===== src/rtl/cube_pkg.sv =====
// cube_pkg: shared definitions for the cube scanner.
// Holds the color code width, the face color codes, the error codes reported on
// err_code, the scan controller state encoding and a helper that maps a center
// index (0..5 = U,L,F,R,B,D) to its fixed color.
package cube_pkg;

  localparam int CUBE_COLOR_W = 3;

  typedef enum logic [2:0] {
    COL_W = 3'd0,
    COL_O = 3'd1,
    COL_G = 3'd2,
    COL_R = 3'd3,
    COL_B = 3'd4,
    COL_Y = 3'd5
  } color_e;

  // Largest legal color code; anything above it is a sensor fault.
  localparam logic [2:0] COLOR_MAX = 3'd5;

  typedef enum logic [1:0] {
    ERR_NONE    = 2'd0,
    ERR_TIMEOUT = 2'd1,
    ERR_COLOR   = 2'd2
  } err_e;

  typedef enum logic [2:0] {
    S_IDLE      = 3'd0,
    S_REQ       = 3'd1,
    S_WAIT_MOVE = 3'd2,
    S_SETTLE    = 3'd3,
    S_STORE     = 3'd4,
    S_DONE      = 3'd5,
    S_ERROR     = 3'd6
  } scan_state_e;

  function automatic color_e center_color(input int unsigned face);
    case (face)
      32'd0:   center_color = COL_W;
      32'd1:   center_color = COL_O;
      32'd2:   center_color = COL_G;
      32'd3:   center_color = COL_R;
      32'd4:   center_color = COL_B;
      32'd5:   center_color = COL_Y;
      default: center_color = COL_W;
    endcase
  endfunction

endpackage


===== src/rtl/color_settle.sv =====
// color_settle: debounces a color sensor.
// Ports:
//   clock, reset  - system clock, synchronous active-high reset
//   sample        - current sensor reading
//   valid         - reading is usable this cycle (only these cycles count)
//   clear         - forget history before a new sticker
//   accept        - this valid sample completes SETTLE_CYCLES identical readings
//   color         - last valid sample; equals the accepted color after accept
module color_settle
  import cube_pkg::*;
#(
  parameter int COLOR_W       = CUBE_COLOR_W,
  parameter int SETTLE_CYCLES = 4
) (
  input  logic               clock,
  input  logic               reset,
  input  logic [COLOR_W-1:0] sample,
  input  logic               valid,
  input  logic               clear,
  output logic               accept,
  output logic [COLOR_W-1:0] color
);

  localparam int CNT_W = $clog2(SETTLE_CYCLES + 1);
  localparam logic [CNT_W-1:0] CNT_SAT = CNT_W'(SETTLE_CYCLES);

  logic [COLOR_W-1:0] r_prev;
  logic [CNT_W-1:0]   r_cnt;
  logic [CNT_W-1:0]   w_cnt_next;
  logic               w_match;

  // Run-length of identical valid samples; a zero count means no history yet.
  always_comb begin
    w_match    = (r_cnt != {CNT_W{1'b0}}) && (sample == r_prev);
    w_cnt_next = r_cnt;
    if (valid) begin
      if (w_match) begin
        if (r_cnt == CNT_SAT) begin
          w_cnt_next = r_cnt;
        end else begin
          w_cnt_next = r_cnt + CNT_W'(1);
        end
      end else begin
        w_cnt_next = CNT_W'(1);
      end
    end else begin
      w_cnt_next = r_cnt;
    end
    accept = valid && (w_cnt_next == CNT_SAT);
  end

  // History registers: previous sample and run-length count.
  always_ff @(posedge clock) begin
    if (reset || clear) begin
      r_prev <= {COLOR_W{1'b0}};
      r_cnt  <= {CNT_W{1'b0}};
    end else if (valid) begin
      r_prev <= sample;
      r_cnt  <= w_cnt_next;
    end else begin
      r_prev <= r_prev;
      r_cnt  <= r_cnt;
    end
  end

  assign color = r_prev;

endmodule


===== src/rtl/sticker_scan_ctrl.sv =====
// sticker_scan_ctrl: walks the cube through N_STICKERS sensor positions, asks the
// motor sequencer for setup moves, debounces the sensor reading for each sticker
// and assembles the full cube state (stickers plus fixed centers).
// Ports:
//   clock, reset        - system clock, synchronous active-high reset
//   start               - level; a rising edge starts a scan from IDLE/DONE/ERROR
//   moves_done          - pulse from the motor sequencer, requested moves finished
//   corner/edge_color   - sensor readings; color_valid marks a stable reading
//   req_moves           - one-cycle pulse requesting setup moves for step
//   step                - sticker index being scanned (N_STICKERS = restore moves)
//   cube_state          - sticker k at [k*COLOR_W +: COLOR_W], centers above
//   done/error/err_code - completion and fault status
module sticker_scan_ctrl
  import cube_pkg::*;
#(
  parameter int N_STICKERS     = 48,
  parameter int N_CORNER       = 24,
  parameter int COLOR_W        = CUBE_COLOR_W,
  parameter int SETTLE_CYCLES  = 4,
  parameter int TIMEOUT_CYCLES = 2 ** 20
) (
  input  logic                              clock,
  input  logic                              reset,
  input  logic                              start,
  input  logic                              moves_done,
  input  logic [COLOR_W-1:0]                corner_color,
  input  logic [COLOR_W-1:0]                edge_color,
  input  logic                              color_valid,
  output logic                              req_moves,
  output logic [$clog2(N_STICKERS+1)-1:0]   step,
  output logic [(N_STICKERS+6)*COLOR_W-1:0] cube_state,
  output logic                              done,
  output logic                              error,
  output logic [1:0]                        err_code
);

  localparam int STEP_W = $clog2(N_STICKERS + 1);
  localparam int TO_W   = (TIMEOUT_CYCLES > 1) ? $clog2(TIMEOUT_CYCLES) : 1;
  localparam logic [STEP_W-1:0] STEP_END   = STEP_W'(N_STICKERS);
  localparam logic [STEP_W-1:0] STEP_EDGE  = STEP_W'(N_CORNER);
  localparam logic [TO_W-1:0]   TO_LAST    = TO_W'(TIMEOUT_CYCLES - 1);
  localparam int                CUBE_W     = (N_STICKERS + 6) * COLOR_W;

  scan_state_e        r_state;
  scan_state_e        w_next;
  err_e               r_err_code;
  err_e               w_err_code;
  logic               r_start_d;
  logic               r_req_moves;
  logic               r_done;
  logic               r_error;
  logic [STEP_W-1:0]  r_step;
  logic [TO_W-1:0]    r_timeout;
  logic [COLOR_W-1:0] r_stickers [N_STICKERS];
  logic [CUBE_W-1:0]  w_cube;
  logic [COLOR_W-1:0] w_sample;
  logic [COLOR_W-1:0] w_color;
  logic               w_start_rise;
  logic               w_restart;
  logic               w_settle_valid;
  logic               w_settle_clear;
  logic               w_accept;
  logic               w_illegal;

  assign w_start_rise   = start && !r_start_d;
  assign w_restart      = w_start_rise && (r_state inside {S_IDLE, S_DONE, S_ERROR});
  assign w_sample       = (r_step < STEP_EDGE) ? corner_color : edge_color;
  assign w_settle_valid = color_valid && (r_state == S_SETTLE);
  assign w_settle_clear = (r_state == S_REQ);
  assign w_illegal      = w_settle_valid && (w_sample > COLOR_W'(COLOR_MAX));

  color_settle #(
    .COLOR_W      (COLOR_W),
    .SETTLE_CYCLES(SETTLE_CYCLES)
  ) u_settle (
    .clock (clock),
    .reset (reset),
    .sample(w_sample),
    .valid (w_settle_valid),
    .clear (w_settle_clear),
    .accept(w_accept),
    .color (w_color)
  );

  // Next-state and error-code logic; an illegal color outranks acceptance.
  always_comb begin
    w_next     = r_state;
    w_err_code = r_err_code;
    case (r_state)
      S_IDLE, S_DONE, S_ERROR: begin
        if (w_start_rise) begin
          w_next     = S_REQ;
          w_err_code = ERR_NONE;
        end else begin
          w_next = r_state;
        end
      end
      S_REQ: w_next = S_WAIT_MOVE;
      S_WAIT_MOVE: begin
        if (moves_done) begin
          if (r_step < STEP_END) begin
            w_next = S_SETTLE;
          end else begin
            w_next = S_DONE;
          end
        end else if (r_timeout == TO_LAST) begin
          w_next     = S_ERROR;
          w_err_code = ERR_TIMEOUT;
        end else begin
          w_next = S_WAIT_MOVE;
        end
      end
      S_SETTLE: begin
        if (w_illegal) begin
          w_next     = S_ERROR;
          w_err_code = ERR_COLOR;
        end else if (w_accept) begin
          w_next = S_STORE;
        end else begin
          w_next = S_SETTLE;
        end
      end
      S_STORE: w_next = S_REQ;
      default: begin
        w_next     = S_IDLE;
        w_err_code = ERR_NONE;
      end
    endcase
  end

  // State register and status outputs, registered from the next state so they
  // line up with the state they describe.
  always_ff @(posedge clock) begin
    if (reset) begin
      r_state     <= S_IDLE;
      r_req_moves <= 1'b0;
      r_done      <= 1'b0;
      r_error     <= 1'b0;
      r_err_code  <= ERR_NONE;
    end else begin
      r_state     <= w_next;
      r_req_moves <= (w_next == S_REQ);
      r_done      <= (w_next == S_DONE);
      r_error     <= (w_next == S_ERROR);
      r_err_code  <= w_err_code;
    end
  end

  // Start edge detector; tracks the level during reset so a start held high
  // across reset is not taken as a new edge.
  always_ff @(posedge clock) begin
    r_start_d <= start;
  end

  // Move timeout counter, free-running only while waiting for the sequencer.
  always_ff @(posedge clock) begin
    if (reset || (r_state != S_WAIT_MOVE)) begin
      r_timeout <= {TO_W{1'b0}};
    end else begin
      r_timeout <= r_timeout + TO_W'(1);
    end
  end

  // Step index and sticker storage.
  always_ff @(posedge clock) begin
    if (reset || w_restart) begin
      r_step <= {STEP_W{1'b0}};
      for (int k = 0; k < N_STICKERS; k++) begin
        r_stickers[k] <= {COLOR_W{1'b0}};
      end
    end else if (r_state == S_STORE) begin
      r_step <= r_step + STEP_W'(1);
      for (int k = 0; k < N_STICKERS; k++) begin
        if (r_step == STEP_W'(k)) begin
          r_stickers[k] <= w_color;
        end else begin
          r_stickers[k] <= r_stickers[k];
        end
      end
    end else begin
      r_step <= r_step;
    end
  end

  // Pack stickers and the fixed center colors into the flat cube_state vector.
  always_comb begin
    w_cube = {CUBE_W{1'b0}};
    for (int k = 0; k < N_STICKERS; k++) begin
      w_cube[k*COLOR_W +: COLOR_W] = r_stickers[k];
    end
    for (int f = 0; f < 6; f++) begin
      w_cube[(N_STICKERS+f)*COLOR_W +: COLOR_W] = COLOR_W'(center_color(f));
    end
  end

  assign req_moves  = r_req_moves;
  assign step       = r_step;
  assign cube_state = w_cube;
  assign done       = r_done;
  assign error      = r_error;
  assign err_code   = r_err_code;

endmodule


===== config.mk =====
export PLATFORM = sky130hd
export DESIGN_NAME = sticker_scan_ctrl
export DESIGN_NICKNAME = d
export VERILOG_FILES = /design/src/rtl/cube_pkg.sv /design/src/rtl/color_settle.sv /design/src/rtl/sticker_scan_ctrl.sv
export SDC_FILE = /design/constraint.sdc
export NUM_CORES = 1
export LEC_CHECK = 0
export ABC_AREA = 1
export CORE_UTILIZATION = 40
export DETAILED_ROUTE_END_ITERATION = 12
export PLACE_DENSITY = 0.72
export REMOVE_ABC_BUFFERS = 1
export SYNTH_ARGS = -nofsm -noshare
export SYNTH_HDL_FRONTEND = slang
export SYNTH_SLANG_ARGS = --single-unit

===== constraint.sdc =====
create_clock -name clock -period 2.7 [get_ports clock]
set_input_delay 0.27 -clock clock [delete_from_list [all_inputs] [get_ports clock]]
set_output_delay 0.27 -clock clock [all_outputs]
set_load 0.005 [all_outputs]

==> results.ini <==
[status]
status = finished, final reports clean

[power_and_ir_drop]
p_seq_share_pct = 50.1
pwr-share-clk_pct = 33.8
power.internal_uw = 5220
power_frac_comb_pct = 16.0
switchingPower_uw = 1830
leakage_uw = 0.00356
power_density_nw_per_um2 = 735
peakVddDrop_mv = 0.443
p_sw_share_pct = 26.0
p_total_uw = 7050

[synthesis]
synth_top_family_by_area = simple AND/OR/NAND/NOR gates
ys_seq_elements = 185
synth_seq_area_share_pct = 72.2
synth_cell_types = 34
synth-async-reset-ratio_pct = 0
synthSimpleGateAreaFrac_pct = 12.9
synth.mux.area_fraction_pct = 0
avgSynthCellArea_um2 = 12.4
synthAdderAreaFrac_pct = 1.23
synth_compound_area_share_pct = 6.76
syn_inst = 576
ys.warnings.count = 0
netlist_area_um2 = 7130
synth_edf_count = 144
synthFlopType = edfxtp_1
synth_xor_area_share_pct = 0.860

[floorplanning]
initial_core_util_pct = 41.1
rows = 48
coreArea_um2 = 17400
die_x_um = 136
dieArea_um2 = 18400
fp.dieH_um = 136
ios = 184

[timing]
tns_ns = 0
max_freq_mhz = 431
worst_pin_slew_ns = 1.18
finalSetupViolations = 0
whs_ns = 0.311
rsz0062_at_grt = no
post-route-min-period_ns = 2.32
hold_viol = 0
slew_headroom_pct = 21.3
finalCritPeriodShare_pct = 86.0
slew_violations = 0
finClkSkew_ns = 0.0129

[setup_path]
crit_end = r_stickers[1][17]
end_kind = register
path_class = reg2reg
worst_r2r_endpoint = r_stickers[1][17]
crit_buf_inv = 3
reg2reg_slack_ns = 0.38
worstSetupStartpoint = r_state[1]
path_cells = inv_1, nor2_1, nor3_1, nand3_1, nand2_2, inv_2, nand2_1, nor2_2, buf_4
path_depth = 9
crit_path_max_incr_delay_ns = 0.71
crit_path_start_kind = register
crit_family = simple AND/OR/NAND/NOR gates
worstPathArrival_ns = 2.60
rr_startpoint = r_state[1]
slowest_stage = nor2_2
required_ns = 2.98
path_max_fanout = 21
reg2reg_depth = 9

[cts]
post_cts_resized = 0
ctsHoldBuffers = 0
h-tree-depth = 4
cts_tree = built
clk_pin_slew_ns = 0.07
clk_latency_ns = 0.43
numCtsBuffers = 17
clockBufferDepth = 2
cts_sinks = 185
cts_setup_buffers = 0
root_buffer = clkbuf_16

[layout]
num-fill-cells = 1432
antenna_cells = 0
layout_commonest_cell = clkdlybuf4s50_1
drive_above_1_share_pct = 9.49
area_growth_pct = 34.6
multi_input_area_um2 = 1630
final_cell_mix = clkdlybuf4s50_1, edfxtp_1, nand2_1
final_nets = 774
regArea_um2 = 5140

[job]
cap_violations = 0

[placed_design]
gp_congestion = 0.836
dp_hpwl_mm = 11.8
io_buffer_count = 165

[route]
num_vias = 4826
drtIter0Drc = 381
ant_nets = 0
drc = 0
totalWireLength_mm = 16.2
viasPerCell = 4.86
drt-wirelength-per-cell_um = 16.3
firstDrtPassIters = 5

[global_routing]
grt_pass1_wl_mm = 24.5
grt_usage_pct = 18.2
grt_overflow_total = 0
antenna_found_initial = 0
grt_max_degree = 51
grt_pass1_vias = 4462

[worst_hold_path]
min_path_cells = 1
min_path_type = in2reg

[per-layer routing]
metal  GRT usage [%]  vias to the layer above  share of wire, %
li1                -                     2335                 -
met1            23.3                     2246                42
met2            30.1                      228                49
met3            5.09                       17               8.2
met4            4.93                        0               1.0
met5               0                        -                 0
[cells in the mapped netlist, types with 10 or more instances]
| cell | count | share of area (%) |
|---|---|---|
| inv_1 | 57 | 3.0 |
| o31ai_1 | 10 | 1.1 |
| clkbuf_1 | 10 | 0.53 |
| nand3_1 | 34 | 2.4 |
| buf_4 | 18 | 1.9 |
| nand4_1 | 12 | 1.1 |
| dfxtp_1 | 41 | 12 |
| nor2_1 | 51 | 2.7 |
| edfxtp_1 | 144 | 61 |
| o21ai_0 | 50 | 3.5 |
| a21oi_1 | 20 | 1.4 |
| nand2_1 | 66 | 3.5 |
[cell type report]
type                            instances  share of cell area, %
Timing Repair Buffer                  176                   18.1
Sequential cell                       185                   53.6
Inverter                               61                   2.41
Multi-Input combinational cell        315                   17.0
Clock inverter                         15                   1.55
Clock buffer                           17                   4.43
Tap cell                              225                   2.93
[flip-flops by register name (all words and copies together), names as in the netlist]
signal	cells
r_state	3
u_settle.color	3
r_timeout	20
error	1
step	6
err_code	2
done	1
u_settle.r_cnt	3
r_stickers	144
req_moves	1
r_start_d	1
[metrics by stage]
stage | setup WS (ns) | util [%] | cell area, µm² | std cells
global route | 0.183 | 55.3 | 9590 | 994
floorplan | 0.0986 | - | 7000 | 561
CTS | 0.362 | 55.3 | 9590 | 994
finish | 0.379 | 55.3 | 9590 | 994
global placement | 0.308 | 52.0 | 9020 | 962
detailed placement | 0.237 | 52.0 | 9020 | 962
[cell families after synthesis]
kind of cell               count (synthesis)
AOI/OAI and AO/OA                         88
xor gates and xnor gates                   7
adders and majority gates                  7
and+or+nand+nor                          195
other                                      2
buffers and inverters                     92
DFF                                      185
[power groups by stage]
stage | clock [µW] | combinational (µW) | sequential (µW)
floorplan | 0 | 410 | 3590
global route | 2530 | 1240 | 3560
global placement | 0 | 1120 | 3610
detailed placement | 0 | 1130 | 3610
CTS | 2410 | 1140 | 3540
finish | 2390 | 1130 | 3540
[how the worst min path moves through the flow]
stage                  start       endpoint
2_1_floorplan          start      r_start_d
3_3_place_gp    r_timeout[0]   r_timeout[0]
3_5_place_dp   r_timeout[18]  r_timeout[18]
4_1_cts                start      r_start_d
5_1_grt                start      r_start_d
6_report               start      r_start_d
No activity file was read; power rests on OpenSTA's default activity.
==> patch 1: new RTL, config.mk and constraints unchanged <==
Add an input register stage for `start`, `moves_done`, `corner_color`, `edge_color` and `color_valid`; this delays them by one clock.
--- a/src/rtl/sticker_scan_ctrl.sv
+++ b/src/rtl/sticker_scan_ctrl.sv
@@ -42,4 +42,18 @@
   localparam int                CUBE_W     = (N_STICKERS + 6) * COLOR_W;
 
+  logic start_q;
+  logic moves_done_q;
+  logic [COLOR_W-1:0] corner_color_q;
+  logic [COLOR_W-1:0] edge_color_q;
+  logic color_valid_q;
+
+  always_ff @(posedge clock) begin
+    start_q        <= start;
+    moves_done_q   <= moves_done;
+    corner_color_q <= corner_color;
+    edge_color_q   <= edge_color;
+    color_valid_q  <= color_valid;
+  end
+
   scan_state_e        r_state;
   scan_state_e        w_next;
@@ -63,8 +77,8 @@
   logic               w_illegal;
 
-  assign w_start_rise   = start && !r_start_d;
+  assign w_start_rise   = start_q && !r_start_d;
   assign w_restart      = w_start_rise && (r_state inside {S_IDLE, S_DONE, S_ERROR});
-  assign w_sample       = (r_step < STEP_EDGE) ? corner_color : edge_color;
-  assign w_settle_valid = color_valid && (r_state == S_SETTLE);
+  assign w_sample       = (r_step < STEP_EDGE) ? corner_color_q : edge_color_q;
+  assign w_settle_valid = color_valid_q && (r_state == S_SETTLE);
   assign w_settle_clear = (r_state == S_REQ);
   assign w_illegal      = w_settle_valid && (w_sample > COLOR_W'(COLOR_MAX));
@@ -98,5 +112,5 @@
       S_REQ: w_next = S_WAIT_MOVE;
       S_WAIT_MOVE: begin
-        if (moves_done) begin
+        if (moves_done_q) begin
           if (r_step < STEP_END) begin
             w_next = S_SETTLE;
@@ -150,5 +164,5 @@
   // across reset is not taken as a new edge.
   always_ff @(posedge clock) begin
-    r_start_d <= start;
+    r_start_d <= start_q;
   end
 
Function: changed (a bounded check fails within 4 cycles, from zero or initial values and one cycle with reset high).
==> patch 1 against the unedited design <==
Clock power increased by 8.8%. Setup slack got worse by 0.0046 ns. Sequential cell count increased by 9. Critical path type unchanged. Design area increased by 2.9%. Wire length increased by 3.2%. Synthesized cell count increased by 1.2%. Synthesized area increased by 2.9%. Worst hold slack got worse by 0.032 ns. Total power increased by 5.2%. Via count increased by 0.91%. Largest cell class unchanged.
==> patch 1: results (changes against the unedited design) <==
placed_design:
  gp_congestion: 0.816  # -2.4%
  post-dp-hpwl_um: 12100  # +2.4%
  pre_cts_ws_ns: 0.406  # +0.169 ns
  dp_cells: 972  # +1.0%
  postPlaceCellArea_mm2: 0.00926  # +2.6%
critical_path:
  crit_fanout: 17  # -19%
  cp_slowest_cell: "o31ai_1"
  cp.arrival_ns: 2.39  # -0.21 ns
  reg2regPathDepth: 5  # -4
  worst_path_largest_cell_delay_ns: 0.67  # -0.04 ns
min_path:
  min_path_type: "in2reg"
  hold_path_depth: 1  # unchanged
route:
  drtIter0Drc: 339  # -11%
  wl_um: 16700  # +3.2%
  wire_per_inst_um: 16.6  # +2.1%
  drcViolationCount: 0  # unchanged
  num_vias: 4870  # +0.91%
global_route:
  grt_first_pass_wirelength_um: 24700  # +0.93%
  overflow: 0  # unchanged
  grt_usage_pct: 18.1  # -0.038 points
  grt_pass1_vias: 4423  # -0.87%
  grt_max_degree: 31  # -39%
finish:
  drive_gt1_share_pct: 8.90  # -0.59 points
  nNetsFinal: 780  # +0.78%
  largest-register: "r_stickers"
  largest_reg_flops: 144  # unchanged
  fill_cells: 1492  # +4.2%
synthesis:
  synth-edff-count: 144  # unchanged
  synth_cells: 583  # +1.2%
  yosys-top-cells-count: "144 x edfxtp_1, 72 x nand2_1, 57 x inv_1"
  ys_top_cells_by_area: "edfxtp_1 59%, dfxtp_1 14%, nand2_1 3.7%"
  synth-seq-area-share_pct: 72.6  # +0.44 points
  netlist-cell-type-count: 41  # +21%
power:
  max-vdd-ir-drop_v: 0.000472  # +6.5%
  power_leakage_nw: 3.61  # +1.5%
run_status:
  status: "completed"
clock_network:
  cts_max_level: 4  # unchanged
sta:
  clock_skew_ns: 0.0136  # +0.000607 ns
  max-slew-margin-rel_pct: 31.7  # +10 points
==> patch 1: cell types whose count changed in the layout (fill, tap and decap cells not counted), moves of 4 or more <==
cell,before,now
nand2_2,7,3
nor2_2,10,6
nand2_1,66,72
nor2_1,48,43
nand3_1,34,28
dfxtp_1,41,50
==> patch 1: cells by family after synthesis <==
kind of cell | count (synthesis) | share of synthesized area (%)
simple gates | 192 | 12.7
xor+xnor | 6 | 0.716
fa+ha+maj | 7 | 1.19
compound gates | 88 | 6.70
flops | 194 | 72.6
other cells | 2 | 0.102
buf+inv | 94 | 6.02
==> patch 1: final timing paths <==
check / startpoint / end / slack (ns)
worst max-delay path: r_state[2] / r_stickers[0][24] / 0.37
worst min-delay path: corner_color[0] / corner_color_q[0] / 0.28
worst max register to register: r_state[2] / r_stickers[0][24] / 0.37
worst min register to register: start_q / r_start_d / 0.35
==> patch 1: worst max-delay path, delay by kind of cell, from the launching register on <==
family	cells	cell delay [ns]
flip-flops	1	0.44
AO/OA/AOI/OAI	1	0.67
buffers and inverters	2	0.36
AND/OR/NAND/NOR	2	0.49
==> patch 1: area by class of cell <==
| type | count | area (um^2) | area share, % |
|---|---|---|---|
| sequential | 194 | 5330 | 53.9 |
| timing repair buffer | 176 | 1770 | 17.9 |
| multi-input combinational | 311 | 1640 | 16.6 |
| clock buffer | 18 | 429 | 4.35 |
| tap | 229 | 287 | 2.90 |
| inverter | 62 | 238 | 2.41 |
| clock inverter | 14 | 189 | 1.91 |
==> patch 1: report_power, final <==
part / switching [mW] / total (mW) / internal (mW)
clock: 1.18 / 2.60 / 1.42
combinational: 0.558 / 1.14 / 0.581
sequential: 0.136 / 3.69 / 3.55
total: 1.87 / 7.42 / 5.55
==> patch 1: routing by layer <==
metal	track usage, %	wire length [um]	up-vias	share of wire (%)
met5	0	0	-	0
met1	23.2	7000	2247	42
met2	29.9	8240	224	49
met3	3.50	1080	32	6.5
li1	-	-	2367	-
met4	7.81	375	0	2.2
==> patch 2: new RTL, same settings <==
Made on the original files. `SETTLE_CYCLES` is set to 4 in 2 places; all go to 16.
--- a/src/rtl/color_settle.sv
+++ b/src/rtl/color_settle.sv
@@ -11,5 +11,5 @@
 #(
   parameter int COLOR_W       = CUBE_COLOR_W,
-  parameter int SETTLE_CYCLES = 4
+  parameter int SETTLE_CYCLES = 16
 ) (
   input  logic               clock,
--- a/src/rtl/sticker_scan_ctrl.sv
+++ b/src/rtl/sticker_scan_ctrl.sv
@@ -17,5 +17,5 @@
   parameter int N_CORNER       = 24,
   parameter int COLOR_W        = CUBE_COLOR_W,
-  parameter int SETTLE_CYCLES  = 4,
+  parameter int SETTLE_CYCLES  = 16,
   parameter int TIMEOUT_CYCLES = 2 ** 20
 ) (
Behaviour: no difference found for any inputs over 4 cycles, from zero or initial values and one cycle with reset high; that may be too few to reach the edited logic, so the function may still have changed.
==> patch 2 against the unedited design <==
Sequential cell count increased by 2. Design area increased by 1.6%. Synthesized area increased by 1.7%. Worst hold slack improved by 0.0074 ns. Final cell count increased by 3.0%. Clock power decreased by 5%. Wire length increased by 2.0%. Total power decreased by 5.9%. Count of clock-buffer cells in the layout increased by 2. Sequential power decreased by 2%. Setup slack improved by 0.17 ns.
==> patch 2: results (changes against the unedited design) <==
synthesis:
  netlist-cell-type-count: 36  # +5.9%
  yosys.area_share.adder_pct: 1.21  # -0.021 points
  synth_mux_area_share_pct: 0  # unchanged
  yosys_warnings: 0  # unchanged
  synth-seq-area-share_pct: 71.5  # -0.68 points
  synth_xor_area_share_pct: 0.725  # -0.14 points
  synth-edff-count: 144  # unchanged
  ys_top_cells_by_area: "edfxtp_1 60%, dfxtp_1 12%, o21ai_0 3.7%"
  yosys-top-cells-count: "144 x edfxtp_1, 66 x nand2_1, 64 x inv_1"
  synth_compound_area_share_pct: 7.81  # +1.1 points
critical_path:
  worstSetupEndpointType: "flop"
  critPathLaunch: "r_state[1]"
  r2r_setup_slack_ns: 0.55  # +0.17 ns
  crit_fanout: 15  # -29%
  r2r-end: "r_stickers[2][46]"
  reg2regPathDepth: 8  # -1
  cp.arrival_ns: 2.22  # -0.38 ns
run_status:
  status: "completed"
global_route:
  use_met2_pct: 30.2  # +0.089 points
  gr-usage-met1_pct: 23.0  # -0.32 points
  grt_first_pass_wirelength_um: 24600  # +0.65%
  grt_max_degree: 33  # -35%
  grt_pass1_vias: 4484  # +0.49%
  gr-usage-met3_pct: 3.56  # -1.5 points
  grt_usage_pct: 18.0  # -0.17 points
  antenna_found_initial: 0  # unchanged
clock_network:
  cts_max_level: 4  # unchanged
  cts_setup_buffers: 0  # unchanged
  cts.clk_slew.worst_paths_ns: 0.07  # about the same
power:
  comb_power_share_pct: 13.5  # -2.5 points
  max-vdd-ir-drop_v: 0.000534  # +21%
  power_leakage_nw: 3.56  # about the same
  p_comb_mw: 0.897  # -21%
  power_clock_mw: 2.28  # -5%
  power_switching_mw: 1.61  # -12%
route:
  via_per_inst: 4.88  # +0.41%
  top_layer: "met4"
  wl_met1_um: 6840  # +0.62%
  firstDrtPassIters: 6  # +1
  wire_per_inst_um: 16.1  # -0.98%
  drtIter0Drc: 377  # -1.0%
  met2_length_um: 8180  # +3.5%
  wl_met3_um: 1220  # -7.6%
sta:
  clock_skew_ns: 0.00665  # -0.00629 ns
  max-slew-margin-rel_pct: 53.3  # +32 points
finish:
  drive_gt1_share_pct: 9.01  # -0.48 points
  fill_cells: 1447  # +1.0%
  largest-register: "r_stickers"
  nNetsFinal: 804  # +3.9%
placed_design:
  post-dp-hpwl_um: 12200  # +2.8%
  gp_congestion: 0.872  # +4.3%
min_path:
  min_to: "r_start_d"
  min_path_type: "in2reg"
==> patch 2: layout make-up <==
cell class,count,area share (%)
flip-flops and latches,187,53.2
repair buffers,182,18.2
well taps,225,2.89
inverters,68,2.63
clock inverters,13,1.12
multi-input cells,330,17.5
clock buffers,19,4.44
==> patch 2: worst max-delay path, stage by stage, from the launching register on <==
cell and delay (ns):
dfxtp_1 0.33, nor2_1 0.18, nand2_1 0.19, inv_1 0.12
buf_4 0.20, nand2_1 0.09, nor2_1 0.18, inv_1 0.10
o21ai_0 0.40
==> patch 2: through the flow <==
step	hold slack, ns	std cells	area (um^2)	setup WS (ns)
6_report	0.318	1024	9750	0.552
4_1_cts	0.308	1024	9750	0.529
2_1_floorplan	0.298	585	7130	-0.509
3_5_place_dp	0.447	992	9210	0.552
3_3_place_gp	0.432	992	9210	0.582
5_1_grt	0.330	1024	9750	0.262
